<file path="config.mk">
export PLATFORM = sky130hd
export DESIGN_NAME = uart_word24_link
export DESIGN_NICKNAME = d
export VERILOG_FILES = /design/src/rtl/uart_word24_pkg.sv /design/src/rtl/uart_word24_link_packer.sv /design/src/rtl/uart_word24_link.sv
export SDC_FILE = /design/constraint.sdc
export NUM_CORES = 1
export LEC_CHECK = 0
export CAP_MARGIN = 20
export CELL_PAD_IN_SITES_DETAIL_PLACEMENT = 0
export CELL_PAD_IN_SITES_GLOBAL_PLACEMENT = 2
export CORE_MARGIN = 4
export CORE_UTILIZATION = 37
export DETAILED_ROUTE_END_ITERATION = 6
export GPL_TIMING_DRIVEN = 1
export PLACE_DENSITY_LB_ADDON = 0.08
export SLEW_MARGIN = 20
export SYNTH_ARGS = -nofsm -noshare
export SYNTH_HDL_FRONTEND = slang
export SYNTH_SLANG_ARGS = --single-unit
</file>
<file path="constraint.sdc">
create_clock -name clk -period 3.2 [get_ports clk]
set_input_delay 0.32 -clock clk [delete_from_list [all_inputs] [get_ports clk]]
set_output_delay 0.32 -clock clk [all_outputs]
set_load 0.05 [all_outputs]
</file>
<file path="src/rtl/uart_word24_pkg.sv">
// uart_word24_pkg: shared state encodings and bit-timing helper for the
// uart_word24_link block.
`timescale 1ns/1ps

package uart_word24_pkg;

  typedef enum logic [1:0] {
    TX_IDLE,
    TX_START,
    TX_DATA,
    TX_STOP
  } tx_state_t;

  typedef enum logic [2:0] {
    RX_IDLE,
    RX_START,
    RX_DATA,
    RX_STOP,
    RX_HOLD
  } rx_state_t;

  localparam int BYTES_PER_WORD = 3;

  // Clock cycles per serial bit; integer division truncates.
  function automatic int clks_per_bit(input int clock_rate, input int baud_rate);
    return clock_rate / baud_rate;
  endfunction

endpackage

</file>
<file path="src/rtl/uart_word24_link_packer.sv">
// byte_packer_24: collects received bytes three at a time (first byte most
// significant) into a 24-bit word offered downstream with valid/ready.
`timescale 1ns/1ps

module byte_packer_24
  import uart_word24_pkg::*;
(
  input  logic        clk,
  input  logic        reset,
  input  logic        enable,
  input  logic        byte_valid,
  input  logic [7:0]  byte_data,
  output logic        byte_ready,
  input  logic        word_ready,
  output logic [23:0] word,
  output logic        word_valid
);

  localparam logic [1:0] LAST_SLOT = 2'(BYTES_PER_WORD - 1);

  // Only the two most recent bytes are ever needed to build a word, so the
  // shift register keeps 16 bits.
  logic [15:0] shreg;
  logic [1:0]  count;
  logic [23:0] word_q;
  logic        word_valid_q;
  logic        word_free;
  logic        take;
  logic        complete;

  // The word slot counts as free when it is empty or being consumed this cycle,
  // which lets a completing byte replace the old word without a bubble.
  assign word_free  = !word_valid_q || word_ready;
  assign byte_ready = (count != LAST_SLOT) || word_free;
  assign take       = byte_valid && byte_ready;
  assign complete   = take && (count == LAST_SLOT);

  assign word       = word_q;
  assign word_valid = word_valid_q;

  // Shift in accepted bytes, publish every third one, clear valid on handshake.
  always_ff @(posedge clk) begin
    if (reset) begin
      shreg        <= '0;
      count        <= '0;
      word_q       <= '0;
      word_valid_q <= 1'b0;
    end else if (enable) begin
      if (take) begin
        shreg <= {shreg[7:0], byte_data};
        count <= (count == LAST_SLOT) ? 2'd0 : count + 2'd1;
      end
      if (complete) begin
        word_q       <= {shreg, byte_data};
        word_valid_q <= 1'b1;
      end else if (word_valid_q && word_ready) begin
        word_valid_q <= 1'b0;
      end
    end
  end

endmodule

</file>
<file path="src/rtl/uart_word24_link.sv">
// uart_word24_link: full-duplex 8N1 UART; received bytes are packed into
// 24-bit words by byte_packer_24, transmit accepts single bytes.
// Optional feature macro: UART_FRAMING_CHECK_EN (drop frames whose stop bit
// samples low and pulse frame_err).
//
// TX state | meaning
// TX_IDLE  | line high, tx_ready high, waiting for tx_valid
// TX_START | driving the start bit (low)
// TX_DATA  | driving data bits LSB first
// TX_STOP  | driving the stop bit (high)
//
// RX state | meaning
// RX_IDLE  | waiting for a low on the synchronized line
// RX_START | counting to mid start bit to reject glitches
// RX_DATA  | sampling 8 data bits at bit centres
// RX_STOP  | waiting for the stop bit sample
// RX_HOLD  | byte offered to the packer, line ignored
`timescale 1ns/1ps

module uart_word24_link
  import uart_word24_pkg::*;
#(
  parameter int CLOCK_RATE = 10000,
  parameter int BAUD_RATE  = 300
) (
  input  logic        clk,
  input  logic        reset,
  input  logic        enable,
  input  logic        tx_valid,
  input  logic [7:0]  tx_data,
  output logic        tx_ready,
  output logic        txd,
  input  logic        rxd,
  input  logic        word_ready,
  output logic [23:0] word,
  output logic        word_valid,
  output logic        frame_err
);

  localparam int CPB = clks_per_bit(CLOCK_RATE, BAUD_RATE);
  localparam int TW  = $clog2(CPB);
  localparam logic [TW-1:0] BIT_LAST  = TW'(CPB - 1);
  localparam logic [TW-1:0] HALF_LAST = TW'(CPB / 2 - 1);

  if (CPB < 4) begin : g_cpb_check
    $error("uart_word24_link: CLOCK_RATE/BAUD_RATE must be at least 4");
  end

  // ---------------- transmitter ----------------
  tx_state_t      tx_state, tx_state_next;
  logic [TW-1:0]  tx_timer, tx_timer_next;
  logic [7:0]     tx_shift, tx_shift_next;
  logic [2:0]     tx_bit, tx_bit_next;
  logic           txd_q, txd_next;

  assign tx_ready = (tx_state == TX_IDLE);
  assign txd      = txd_q;

  // TX state, bit timer and registered line output.
  always_ff @(posedge clk) begin
    if (reset) begin
      tx_state <= TX_IDLE;
      tx_timer <= '0;
      tx_shift <= '0;
      tx_bit   <= '0;
      txd_q    <= 1'b1;
    end else if (enable) begin
      tx_state <= tx_state_next;
      tx_timer <= tx_timer_next;
      tx_shift <= tx_shift_next;
      tx_bit   <= tx_bit_next;
      txd_q    <= txd_next;
    end
  end

  // TX next state: each bit runs a down-counter from CPB-1 to terminal zero.
  always_comb begin
    tx_state_next = tx_state;
    tx_timer_next = tx_timer;
    tx_shift_next = tx_shift;
    tx_bit_next   = tx_bit;
    txd_next      = txd_q;
    unique case (tx_state)
      TX_IDLE: begin
        txd_next = 1'b1;
        if (tx_valid) begin
          tx_state_next = TX_START;
          tx_timer_next = BIT_LAST;
          tx_shift_next = tx_data;
          txd_next      = 1'b0;
        end
      end
      TX_START: begin
        if (tx_timer == '0) begin
          tx_state_next = TX_DATA;
          tx_timer_next = BIT_LAST;
          tx_bit_next   = '0;
          txd_next      = tx_shift[0];
        end else begin
          tx_timer_next = tx_timer - 1'b1;
        end
      end
      TX_DATA: begin
        if (tx_timer == '0) begin
          tx_timer_next = BIT_LAST;
          if (tx_bit == 3'd7) begin
            tx_state_next = TX_STOP;
            txd_next      = 1'b1;
          end else begin
            tx_bit_next   = tx_bit + 3'd1;
            tx_shift_next = {1'b0, tx_shift[7:1]};
            txd_next      = tx_shift[1];
          end
        end else begin
          tx_timer_next = tx_timer - 1'b1;
        end
      end
      TX_STOP: begin
        if (tx_timer == '0) begin
          tx_state_next = TX_IDLE;
          txd_next      = 1'b1;
        end else begin
          tx_timer_next = tx_timer - 1'b1;
        end
      end
      default: begin
        tx_state_next = TX_IDLE;
        txd_next      = 1'b1;
      end
    endcase
  end

  // ---------------- receiver ----------------
  logic           rxd_meta, rxd_sync;
  rx_state_t      rx_state, rx_state_next;
  logic [TW-1:0]  rx_timer, rx_timer_next;
  logic [7:0]     rx_shift, rx_shift_next;
  logic [2:0]     rx_bit, rx_bit_next;
  logic           byte_valid;
  logic           byte_ready;

  // Two-flop synchronizer on the asynchronous pin; idles high.
  always_ff @(posedge clk) begin
    if (reset) begin
      rxd_meta <= 1'b1;
      rxd_sync <= 1'b1;
    end else begin
      rxd_meta <= rxd;
      rxd_sync <= rxd_meta;
    end
  end

`ifdef UART_FRAMING_CHECK_EN
  logic frame_err_q, frame_err_next;
  assign frame_err = frame_err_q;
`else
  assign frame_err = 1'b0;
`endif

  // RX state, sample timer and data shift register.
  always_ff @(posedge clk) begin
    if (reset) begin
      rx_state    <= RX_IDLE;
      rx_timer    <= '0;
      rx_shift    <= '0;
      rx_bit      <= '0;
`ifdef UART_FRAMING_CHECK_EN
      frame_err_q <= 1'b0;
`endif
    end else if (enable) begin
      rx_state    <= rx_state_next;
      rx_timer    <= rx_timer_next;
      rx_shift    <= rx_shift_next;
      rx_bit      <= rx_bit_next;
`ifdef UART_FRAMING_CHECK_EN
      frame_err_q <= frame_err_next;
`endif
    end
  end

  // RX next state: half-bit recheck of the start bit, then centre sampling.
  always_comb begin
    rx_state_next = rx_state;
    rx_timer_next = rx_timer;
    rx_shift_next = rx_shift;
    rx_bit_next   = rx_bit;
`ifdef UART_FRAMING_CHECK_EN
    frame_err_next = 1'b0;
`endif
    unique case (rx_state)
      RX_IDLE: begin
        if (!rxd_sync) begin
          rx_state_next = RX_START;
          rx_timer_next = HALF_LAST;
        end
      end
      RX_START: begin
        if (rx_timer == '0) begin
          if (!rxd_sync) begin
            rx_state_next = RX_DATA;
            rx_timer_next = BIT_LAST;
            rx_bit_next   = '0;
          end else begin
            rx_state_next = RX_IDLE;
          end
        end else begin
          rx_timer_next = rx_timer - 1'b1;
        end
      end
      RX_DATA: begin
        if (rx_timer == '0) begin
          rx_shift_next = {rxd_sync, rx_shift[7:1]};
          rx_timer_next = BIT_LAST;
          if (rx_bit == 3'd7) begin
            rx_state_next = RX_STOP;
          end else begin
            rx_bit_next = rx_bit + 3'd1;
          end
        end else begin
          rx_timer_next = rx_timer - 1'b1;
        end
      end
      RX_STOP: begin
        if (rx_timer == '0) begin
`ifdef UART_FRAMING_CHECK_EN
          if (!rxd_sync) begin
            rx_state_next  = RX_IDLE;
            frame_err_next = 1'b1;
          end else begin
            rx_state_next = RX_HOLD;
          end
`else
          rx_state_next = RX_HOLD;
`endif
        end else begin
          rx_timer_next = rx_timer - 1'b1;
        end
      end
      RX_HOLD: begin
        if (byte_ready) begin
          rx_state_next = RX_IDLE;
        end
      end
      default: begin
        rx_state_next = RX_IDLE;
      end
    endcase
  end

  assign byte_valid = (rx_state == RX_HOLD);

  byte_packer_24 u_packer (
    .clk        (clk),
    .reset      (reset),
    .enable     (enable),
    .byte_valid (byte_valid),
    .byte_data  (rx_shift),
    .byte_ready (byte_ready),
    .word_ready (word_ready),
    .word       (word),
    .word_valid (word_valid)
  );

endmodule

</file>
==> results.yml, run 1 <==
critical_path:
  cp_max_fo: 8
  crit_arrival_ns: 2.50
  rr_worst_depth: 7
  worst_r2r_endpoint: "rx_shift[7]"
  worst_ep_required_time_ns: 3.41
  cp-start-kind: "flop"
  cp-end-kind: "flop"
  r2r_setup_slack_ns: 0.91
  worstSetupPathType: "flop to flop"
  r2r_start: "rx_timer[0]"
sta:
  fmax_mhz: 436
  worstMarginPinSlew_ns: 0.781
  holdWs_ns: 0.417
  finalMaxSlewViolations: 0
  rsz0062_at_grt: "no"
  slew_headroom_pct: 47.6
  post-route-period-util_pct: 71.6
  finalSetupViolations: 0
  min_period_ns: 2.29
  finalHoldViolCount: 0
  skew_ns: 0.0140
  fin_tns_setup_ns: 0
hold_path:
  holdPathStages: 1
  min_to: "rxd_sync"
  hold_class: "flop to flop"
  hp-start: "rxd_meta"
synth:
  ys_types: 56
  synth-async-reset-ratio_pct: 0
  syn_avg_cell_area_um2: 8.66
  syn_inst: 434
  mappedNetlistArea_um2: 3760
  ys_ff_latch: 85
  synth_edf_count: 0
  synth_nets: 459
  ys.warnings.count: 0
  ys_seq_area_share_pct: 45.3
  yosys_most_used_dff: "dfxtp_1"
routing:
  drc_errors: 0
  drtAntennaViolNets: 0
  drtIter0Drc: 122
  via_per_inst: 4.94
  wl_mm: 8.01
  wl_per_cell_um: 13.3
  vias: 2978
  drtPass1Iterations: 4
grt:
  antenna_found_initial: 0
  grt_use_total_pct: 14.6
  grt_pass1_wl_mm: 13.8
  grt_max_degree: 35
  overflow: 0
  grt_pass1_vias: 2967
power:
  p_switching_mw: 0.610
  vdd_drop_max_uv: 279
  power_frac_clock_pct: 34.0
  seq_power_share_pct: 52.3
  pwr-share-comb_pct: 13.7
  leakage_nw: 1.55
  power.density_nw_per_um2: 482
  switching_share_pct: 28.6
  p_int_mw: 1.53
floorplan:
  core_um2: 9820
  boundaryPins: 42
  rows: 36
  die_area_um2: 11800
  initial_core_util_pct: 38.3
  die_height_um: 109
  die_x_um: 109
cells_and_area:
  drive_above_1_share_pct: 7.02
  mostFrequentLayoutCell: "dfxtp_1"
  nets: 490
  final_cell_mix: "85 x dfxtp_1, 68 x nand2_1, 55 x nor2_1"
  fillerInstances: 1025
  antenna-diode-count: 0
  syn_to_final_growth_pct: 17.9
cts:
  htree_levels: 3
  clock_latency_ns: 0.35
  cts_resized: 0
  cts_tree: "yes"
  clk_pin_slew_ns: 0.09
  cts_buffers: 9
  post-cts-setup-buffers: 0
  cts_max_path_buffers: 2
  root_buffer: "clkbuf_8"
  cts_hold_buf: 0
  clock-sinks: 85
placement:
  place.gp.congestion: 0.732
  portBuffers: 40
  dp_hpwl_mm: 5.47
run_status:
  status: "finished, final reports clean"
run:
  cap_violations: 0
synth_stat cells (5+ instances only):
cell      number  area share, %
nand2b_1       8            1.3
inv_1          9           0.90
nand3_1        8            1.1
mux2i_1       35            9.3
a211oi_1      13            2.6
clkbuf_1      13            1.3
nor2_1        55            5.5
dfxtp_1       85             45
o21ai_1        5           0.67
a21oi_1       49            6.5
buf_2          9            1.2
ha_1          11            3.7
nand2_1       68            6.8
area by class of cell:
type | count | area (um^2) | share of cell area [%]
inverter | 11 | 41.3 | 0.932
multi-input combinational | 313 | 1900 | 42.9
tap | 133 | 166 | 3.76
timing repair buffer | 45 | 433 | 9.77
clock buffer | 10 | 138 | 3.11
sequential | 85 | 1700 | 38.4
clock inverter | 6 | 51.3 | 1.16
worst max-delay path: stages, from the launching register on:
cell and delay (ns):
dfxtp_1 0.34, inv_1 0.09, ha_1 0.25, nor4b_4 0.43, and2b_4 0.27, and3_1 0.48, mux2i_1 0.24, nor2_1 0.05
routing by layer:
metal  wire length [um]  up-vias  global-route usage (%)
li1                   -     1561                       -
met1               4040     1361                    18.9
met2               3510       48                    24.2
met3                355        8                    3.02
met4                105        0                    5.41
met5                  0        -                       0
worst max-delay path by stage:
stage,start,end,slack [ns],depth (start not counted)
CTS,rx_timer[0],rx_shift[7],0.92,7
floorplan,tx_state[0],tx_shift[5],1.17,8
global route,rx_timer[0],rx_shift[7],0.70,7
finish,rx_timer[0],rx_shift[7],0.91,7
global placement,word_ready,u_packer.word[20],0.90,6
detailed placement,enable,u_packer.word[21],0.89,5
power groups by stage:
stage,Combinational [mW],Clock [mW],Sequential [mW]
3_3_place_gp,0.294,0,1.14
3_5_place_dp,0.295,0,1.14
5_1_grt,0.328,0.795,1.12
4_1_cts,0.297,0.764,1.12
6_report,0.293,0.725,1.12
2_1_floorplan,0.222,0,1.14
per-stage QoR:
| step | total power [mW] | area [um^2] | std cells | util, % | setup slack (ns) |
|---|---|---|---|---|---|
| floorplan | 1.36 | 3760 | 434 | - | 1.17 |
| global placement | 1.44 | 4240 | 587 | 43.2 | 0.904 |
| detailed placement | 1.44 | 4240 | 587 | 43.2 | 0.891 |
| CTS | 2.18 | 4430 | 603 | 45.1 | 0.918 |
| global route | 2.25 | 4430 | 603 | 45.1 | 0.704 |
| finish | 2.14 | 4430 | 603 | 45.1 | 0.908 |
kinds of logic after synthesis:
kind of cell	Yosys count	share of synthesized area, %
xor+xnor	3	0.699
other cells	1	0.0998
buf+inv	36	4.19
fa+ha+maj	11	3.66
flops	85	45.3
compound gates	89	14.7
mux	35	9.32
simple gates	174	22.0
registers in the layout (all words and copies together) (netlist names):
register / count
u_packer.word: 24
u_packer.shreg: 16
rx_shift: 8
tx_shift: 8
rx_timer: 6
tx_timer: 6
rx_bit: 3
rx_state: 3
tx_bit: 3
tx_state: 2
u_packer.count: 2
rxd_meta: 1
rxd_sync: 1
txd: 1
u_packer.word_valid: 1
No activity file was read; power rests on OpenSTA's default activity.
==> run 2: changes to the inputs <==
--- a/config.mk
+++ b/config.mk
@@ -9,7 +9,7 @@
 export CELL_PAD_IN_SITES_DETAIL_PLACEMENT = 0
 export CELL_PAD_IN_SITES_GLOBAL_PLACEMENT = 2
 export CORE_MARGIN = 4
-export CORE_UTILIZATION = 37
+export CORE_UTILIZATION = 31
 export DETAILED_ROUTE_END_ITERATION = 6
 export GPL_TIMING_DRIVEN = 1
 export PLACE_DENSITY_LB_ADDON = 0.08
==> constraint.sdc (replaced) <==
create_clock -name clk -period 2.1 [get_ports clk]
set_input_delay 0.21 -clock clk [delete_from_list [all_inputs] [get_ports clk]]
set_output_delay 0.21 -clock clk [all_outputs]
set_load 0.05 [all_outputs]
==> run 2 against run 1 <==
Die area increased by 18%. Global-route usage decreased by 1.8 points. Hold slack got worse by 0.10 ns. Routed wire length increased by 8.0%. Core utilization decreased by 4.6 points. Sequential power increased by 53%. Design area increased by 6.7%.
==> results.yml, run 2 (synthesis gave the netlist of run 1 again) <==
run_status:
  status: "finished, final reports clean"
routing:
  drc_errors: 0
  drtIter0Drc: 104
  drtPass1Iterations: 4
  wl_mm: 8.65
  wl_per_cell_um: 13.8
  via_per_inst: 4.89
  drtAntennaViolNets: 0
  vias: 3074
cells_and_area:
  ff_latch_area_um2: 1700
  nets: 505
  syn_to_final_growth_pct: 25.7
  antenna-diode-count: 0
  largest_reg_flops: 24
  multi_input_area_um2: 1910
  design_area_um2: 4730
  drive_above_1_share_pct: 9.90
  final_cell_mix: "85 x dfxtp_1, 68 x nand2_1, 55 x nor2_1"
  mostFrequentLayoutCell: "dfxtp_1"
  fillerInstances: 1199
hold_path:
  min_to: "tx_timer[1]"
  hp-start: "reset"
  holdPathStages: 2
  hold_class: "primary input to flop"
floorplan:
  boundaryPins: 42
  die_height_um: 118
  initial_core_util_pct: 32.2
  core_um2: 11700
  rows: 39
  die_x_um: 118
  die_area_um2: 14000
placement:
  place.gp.congestion: 0.737
  dp_hpwl_mm: 5.85
  dpl_worst_slack_ns: 0.106
  portBuffers: 40
  placed_area_um2: 4400
cts:
  cts_hold_buf: 0
  cts_tree: "yes"
  htree_levels: 3
  root_buffer: "clkbuf_16"
  clock-sinks: 85
  cts_max_path_buffers: 2
  clk_pin_slew_ns: 0.07
  clock_latency_ns: 0.34
  cts_buffers: 9
power:
  leakage_nw: 1.70
  vdd_drop_max_uv: 552
  power.density_nw_per_um2: 808
sta:
  skew_ns: 0.00597
  finalMaxSlewViolations: 0
  finalSetupViolations: 0
  setup_ws_ns: 0.155
  slew_headroom_pct: 65.9
  worstMarginPinSlew_ns: 0.510
  fmax_mhz: 514
  finalHoldViolCount: 0
  min_period_ns: 1.94
  post-route-period-util_pct: 92.6
critical_path:
  cp_slowest_cell: "nor4b_4"
  worstSetupPathType: "flop to flop"
  rr_worst_depth: 8
  cp_max_fo: 8
  r2r_start: "rx_timer[0]"
  cp-start-kind: "flop"
  cp-end-kind: "flop"
  crit_chain: "inv_1 > ha_1 > nor4b_4 > and2b_4 > and3_1 > buf_12 > mux2i_1 > nor2_1"
  r2r_setup_slack_ns: 0.16
  worst_ep_required_time_ns: 2.33
  cpPeakStageDelay_ns: 0.37
  worst_r2r_endpoint: "rx_shift[2]"
  crit_arrival_ns: 2.18
grt:
  grt_pass1_vias: 2896
  grt_pass1_wl_mm: 14.6
  grt_use_total_pct: 12.8
  grt_max_degree: 44
  overflow: 0
  use_met3_pct: 4.37
  top_usage_layer: "met2"
  use_met1_pct: 17.9
  antenna_found_initial: 0
  met2_usage_pct: 18.4
run:
  cap_violations: 0
==> run 2: changes by cell type in the layout (fill, tap and decap cells not counted), sizes merged <==
cell,change
inv,-2
clkbuf,-1
bufinv,+1
buf,+15
clkinv,+3
clkinvlp,-1
clkdlybuf4s50,-1
dlymetal6s2s,+1
==> run 2: power by group <==
part           internal [mW]  switching (mW)
sequential              1.66          0.0443
combinational          0.223           0.276
clock                  0.928           0.688
==> run 2: area by class of cell <==
type / count / share of cell area [%]
Tap cell: 143 / 3.79
Inverter: 11 / 0.874
Clock inverter: 7 / 1.59
Multi-Input combinational cell: 313 / 40.3
Sequential cell: 85 / 36.0
Clock buffer: 9 / 4.77
Timing Repair Buffer: 60 / 12.7
==> run 2: through the flow <==
| stage | power (mW) | hold slack (ns) | instances | util (%) | TNS, ns |
|---|---|---|---|---|---|
| final | 3.82 | 0.313 | 628 | 40.5 | 0 |
| after global routing | 4.02 | 0.332 | 628 | 40.5 | -0.00547 |
| after CTS | 3.88 | 0.302 | 626 | 40.3 | 0 |
| after detailed placement | 2.23 | 0.403 | 610 | 37.7 | 0 |
| after global placement | 2.22 | 0.406 | 610 | 37.7 | 0 |
| after floorplan | 2.07 | 0.314 | 434 | - | 0 |
==> run 2: how the worst max path moves through the flow <==
stage	startpoint	end
after floorplan	tx_state[0]	tx_shift[5]
after global placement	tx_timer[0]	tx_bit[2]
after detailed placement	tx_timer[0]	tx_bit[2]
after CTS	tx_state[1]	tx_ready
after global routing	rx_timer[0]	rx_shift[1]
final	rx_timer[0]	rx_shift[2]
==> run 2: metal layers <==
layer  wire length (um)  part of all wire [%]
met1               4620                    53
met2               3620                    42
met3                312                   3.6
met4                 94                   1.1
met5                  0                     0
==> run 2: worst max-delay path, delay by kind of cell (launching register included) <==
kind | cells | cell delay [ns]
AND/OR/NAND/NOR | 4 | 0.91
flip-flops | 1 | 0.33
buffers and inverters | 2 | 0.25
adder cells (fa/ha/maj) | 1 | 0.18
multiplexers | 1 | 0.18
==> run 2: what timing repair did <==
item                       CTS  global route
setup endpoints to repair    0             7
gates resized for setup      0             2
buffers inserted             0             2
